`src/rtl/heartbeat_monitor.sv`:
```
// Heartbeat monitor: synchronises a slow toggling input, measures its half-period,
// checks it against a legal window and flags loss of the heartbeat.
module heartbeat_monitor #(
  parameter logic [23:0] HALF_MIN = 24'd8000000,
  parameter logic [23:0] HALF_MAX = 24'd8800000,
  parameter logic [23:0] TIMEOUT  = 24'd12000000
) (
  input  logic        clk_input,
  input  logic        rst,
  input  logic        hb_in,
  input  logic        enable,
  input  logic        clr_err,
  output logic        alive,
  output logic        fault,
  output logic        range_err,
  output logic [23:0] half_period,
  output logic        period_valid,
  output logic [15:0] edge_count
);

  localparam int unsigned CNT_W  = 24;
  localparam int unsigned EC_W   = 16;
  localparam int unsigned GOOD_W = 2;
  localparam int unsigned SYNC_W = 3;

  typedef enum logic [1:0] {IDLE, ACQUIRE, TRACK, LOST} state_t;

  state_t              state, state_n;
  logic [SYNC_W-1:0]   sync;
  logic [CNT_W-1:0]    cnt, cnt_n, cnt_inc, meas;
  logic [GOOD_W-1:0]   good, good_n, good_inc;
  logic                alive_n, fault_n, range_err_n, period_valid_n;
  logic [CNT_W-1:0]    half_period_n;
  logic [EC_W-1:0]     edge_count_n;
  logic                edge_det, in_range, timeout_hit;

  // Synchroniser plus history flop; runs regardless of enable so no stale edge appears on re-enable
  always_ff @(posedge clk_input or posedge rst) begin
    if (rst) sync <= '0;
    else     sync <= {sync[SYNC_W-2:0], hb_in};
  end

  assign edge_det    = sync[1] ^ sync[2];
  assign cnt_inc     = (cnt == {CNT_W{1'b1}}) ? cnt : cnt + CNT_W'(1);
  assign meas        = cnt + CNT_W'(1);
  assign in_range    = (meas >= HALF_MIN) && (meas <= HALF_MAX);
  assign timeout_hit = (cnt == TIMEOUT - CNT_W'(1));
  assign good_inc    = (good == {GOOD_W{1'b1}}) ? good : good + GOOD_W'(1);

  always_ff @(posedge clk_input or posedge rst) begin
    if (rst) begin
      state        <= IDLE;
      cnt          <= '0;
      good         <= '0;
      alive        <= 1'b0;
      fault        <= 1'b0;
      range_err    <= 1'b0;
      half_period  <= '0;
      period_valid <= 1'b0;
      edge_count   <= '0;
    end else begin
      state        <= state_n;
      cnt          <= cnt_n;
      good         <= good_n;
      alive        <= alive_n;
      fault        <= fault_n;
      range_err    <= range_err_n;
      half_period  <= half_period_n;
      period_valid <= period_valid_n;
      edge_count   <= edge_count_n;
    end
  end

  // Next-state and datapath; sticky flags clear on clr_err unless set this same cycle
  always_comb begin
    state_n        = state;
    cnt_n          = cnt_inc;
    good_n         = good;
    alive_n        = alive;
    fault_n        = fault & ~clr_err;
    range_err_n    = range_err & ~clr_err;
    half_period_n  = half_period;
    period_valid_n = 1'b0;
    edge_count_n   = edge_count;

    if (!enable) begin
      state_n = IDLE;
      cnt_n   = '0;
      good_n  = '0;
      alive_n = 1'b0;
    end else begin
      if (edge_det) begin
        cnt_n        = '0;
        edge_count_n = edge_count + EC_W'(1);
      end
      case (state)
        IDLE: begin
          state_n = ACQUIRE;
          cnt_n   = '0;
        end
        ACQUIRE: begin
          if (edge_det) begin
            state_n = TRACK;
          end else if (timeout_hit) begin
            state_n = LOST;
            fault_n = 1'b1;
            good_n  = '0;
            alive_n = 1'b0;
          end
        end
        TRACK: begin
          if (edge_det) begin
            half_period_n  = meas;
            period_valid_n = 1'b1;
            if (in_range) begin
              good_n  = good_inc;
              alive_n = (good_inc >= GOOD_W'(2));
            end else begin
              range_err_n = 1'b1;
              good_n      = '0;
              alive_n     = 1'b0;
            end
          end else if (timeout_hit) begin
            state_n = LOST;
            fault_n = 1'b1;
            good_n  = '0;
            alive_n = 1'b0;
          end
        end
        LOST: begin
          if (edge_det) state_n = ACQUIRE;
        end
        default: state_n = IDLE;
      endcase
    end
  end

endmodule
```
`config.mk`:
```
export PLATFORM = sky130hd
export DESIGN_NAME = heartbeat_monitor
export DESIGN_NICKNAME = d
export VERILOG_FILES = /design/src/rtl/heartbeat_monitor.sv
export SDC_FILE = /design/constraint.sdc
export NUM_CORES = 1
export LEC_CHECK = 0
export BUFFER_PORTS_ARGS = -buffer_cell sky130_fd_sc_hd__buf_2
export CELL_PAD_IN_SITES_DETAIL_PLACEMENT = 0
export CELL_PAD_IN_SITES_GLOBAL_PLACEMENT = 1
export CORE_UTILIZATION = 30
export DETAILED_ROUTE_END_ITERATION = 12
export GPL_ROUTABILITY_DRIVEN = 0
export MAX_ROUTING_LAYER = met4
export PLACE_DENSITY_LB_ADDON = 0.1
export SYNTH_ARGS = -nofsm -noshare
export SYNTH_HDL_FRONTEND = slang
export SYNTH_SLANG_ARGS = --single-unit
```
`constraint.sdc`:
```
create_clock -name clk_input -period 3.8 [get_ports clk_input]
set_input_delay 0.19 -clock clk_input [delete_from_list [all_inputs] [get_ports clk_input]]
set_output_delay 0.19 -clock clk_input [all_outputs]
set_load 0.01 [all_outputs]
```
==> results.toml <==
[outcome]
outcome = "finished, final reports clean"

[finish]
fin_area_sq_mm = 0.00451
multiInputGateArea_sq_mm = 0.00177
nFillCells = 1216
nNetsFinal = 439
area_delta_synth_final_pct = 18.9
drive_gt1_share_pct = 20.6
seqCellArea_sq_mm = 0.00188
n_antenna_cell = 0

[pwr]
p_leak_nw = 2.03
power_density_mw_per_mm2 = 455
irDropWorstVdd_uv = 266
finalPower_mw = 2.05

[critical_path]
cp.arrival_ns = 3.39
r2r-end = "good[0]"
r2r_start = "cnt[0]"
critical_path.max_fanout = 10
ff2ff_setup_slack_ns = 0.68
critPathLaunchType = "flop"
cp-end-kind = "flop"
cp.required_ns = 4.06
path_class = "reg2reg"
r2r_cells = 9

[min_path]
whs_path_depth = 2
min_path_type = "in2reg"
hp-start = "clr_err"
holdPathEnd = "range_err"

[timing]
slew_violations = 0
rsz0062_at_grt = "no"
fmax_mhz = 320
worst_pin_slew_ns = 0.900
timing.final.crit_share_pct = 82.2
relSlewSlack_pct = 39.8
fin_tns_setup_ns = 0
setup_slack_ns = 0.677
setup_viol = 0
min_period_ns = 3.12
final.setup_skew_ns = 0.00831
finalHoldViolations = 0
holdWs_ns = 0.0594

[die]
die_height_um = 114
dieWidth_um = 114
ios = 49
core_sq_mm = 0.0122
die-area_sq_mm = 0.0131
start_util_pct = 31.2
rows = 40

[cts]
cts_max_level = 3
cts_resized = 0
cts_sinks = 75
cts-root-buf = "clkbuf_16"
clock_path_buffers = 2
cts_buffers = 9
post_cts_buffers = 0
clkTransAtPathRegs_ns = 0.06
insertion_delay_ns = 0.35
cts_tree = "yes"

[drt]
detail-route-antenna-nets = 0
viasPerCell = 4.88
routedWlPerCell_um = 14.2
drc = 0
vias = 2922
wl_mm = 8.49
drt_first_pass_iters = 4
drtIter0Drc = 129

[placement]
place_ws_ns = 0.707
place_area_sq_mm = 0.00416
detailed_place_hpwl_mm = 5.83
io_buffers = 48

[synthesis]
yosysWarnings = 0
synth_mux_area_share_pct = 1.82
synth_edf_count = 0
synth.distinct_cells = 63
synth.avg_cell_area_sq_um = 9.90
yosysTopAreaCell = "dfrtp_1"
synthArstFlopShare_pct = 100
ys_seq_elements = 75
synth-adder-area-share_pct = 2.64
synth_area_sq_mm = 0.00379
syn_inst = 383
synth_compound_area_share_pct = 12.8
synth_top_family_by_area = "simple AND/OR/NAND/NOR gates"
synth-seq-area-share_pct = 49.5
synthTopCellsByArea = "dfrtp_1, xnor2_1, o21ai_0"
yosys.area_share.simple_pct = 19.8
synth-xor-area-share_pct = 9.47
synth-main-ff-cell = "dfrtp_1"
yosysTopAreaCellShare_pct = 49.5
synth_nets = 396

[global_route]
grt_util_all_layers_pct = 14.9
gr-total-overflow = 0
grt_pass1_wl_mm = 14.4
grt_max_degree = 51
antenna_found_initial = 0
grt_pass1_vias = 2774

[run]
maxCapViolations = 0
layout by cell type, fill, tap and decap left out, drive strengths merged, types with 2 or more instances in the layout:
cell type / count
and3: 4
bufinv: 2
and2: 2
mux2i: 2
clkinv: 2
mux2: 4
nor3b: 2
o21a: 2
xnor2: 30
nor2b: 2
nor3: 8
nor4: 10
nand3: 20
o21ai: 55
a21oi: 7
inv: 10
or4: 2
nand2: 50
ha: 8
clkbuf: 11
nand3b: 3
nand4: 13
xor2: 11
dfrtp: 75
dlygate4sd3: 2
buf: 52
nor2: 16
synth_stat cells (3+ instances only):
master	n
a21oi_1	6
and3_1	3
buf_2	4
buf_4	4
clkbuf_1	12
dfrtp_1	75
ha_1	8
inv_1	10
mux2_2	3
nand2_1	50
nand3_1	19
nand3b_1	3
nand4_1	11
nor2_1	16
nor3_1	8
nor4_1	8
o21ai_0	52
xnor2_1	30
xor2_1	11
where the power goes:
group	internal (mW)	switching (mW)	total, mW	leakage, nW
clock network	0.597	0.349	0.945	0.156
registers	0.843	0.0505	0.893	1.03
logic	0.0873	0.126	0.213	0.846
worst max-delay path, stage by stage, from the launching register on:
cell and delay [ns]:
dfrtp_1 0.51, ha_1 0.35, nand3_4 0.17, or4_1 0.73, nor3_1 0.23, xnor2_1 0.18, or3b_1 0.38, a21oi_2 0.20
o21ai_2 0.11, o21ai_1 0.17
worst max path at each step:
stage / from / to / slack, ns
floorplan: cnt[0] / good[1] / 1.08
global placement: cnt[0] / good[1] / 0.83
detailed placement: cnt[0] / good[0] / 0.71
CTS: cnt[0] / good[0] / 0.68
global route: cnt[0] / good[0] / 0.37
finish: cnt[0] / good[0] / 0.68
final cells by class:
class | instances | area share (%)
Clock inverter | 5 | 1.89
Inverter | 10 | 0.860
Clock buffer | 11 | 5.38
Timing Repair Buffer | 54 | 6.44
Tap cell | 168 | 4.66
Multi-Input combinational cell | 276 | 39.2
Sequential cell | 75 | 41.6
per-stage QoR:
step	utilization, %	std cells
after global placement	34.2	581
after global routing	37.1	599
after CTS	37.1	599
final	37.1	599
after floorplan	-	383
after detailed placement	34.2	581
sequential cells by signal, indices dropped and copies added, names as in the netlist:
register	flops
alive	1
fault	1
half_period	24
period_valid	1
cnt	24
edge_count	16
state	2
range_err	1
sync	3
good	2
routing by layer:
metal | global-route usage (%) | part of all wire [%] | vias to the layer above
li1 | - | - | 1438
met3 | 3.12 | 3.6 | 12
met1 | 20.4 | 52 | 1416
met5 | - | 0 | -
met4 | 8.05 | 2.3 | 0
met2 | 20.4 | 42 | 56
cell families (layout without fill, tap and decap cells):
logic type,after synthesis,after routing
compound gates,81,81
xor+xnor,41,41
fa+ha+maj,8,8
buf+inv,32,80
flops,75,75
mux,6,6
simple gates,140,140
timing repair:
action,CTS,global route
hold endpoints to repair,2,0
endpoints found under the setup margin,0,0
hold buffers,2,0
No activity file was read; power rests on OpenSTA's default activity.
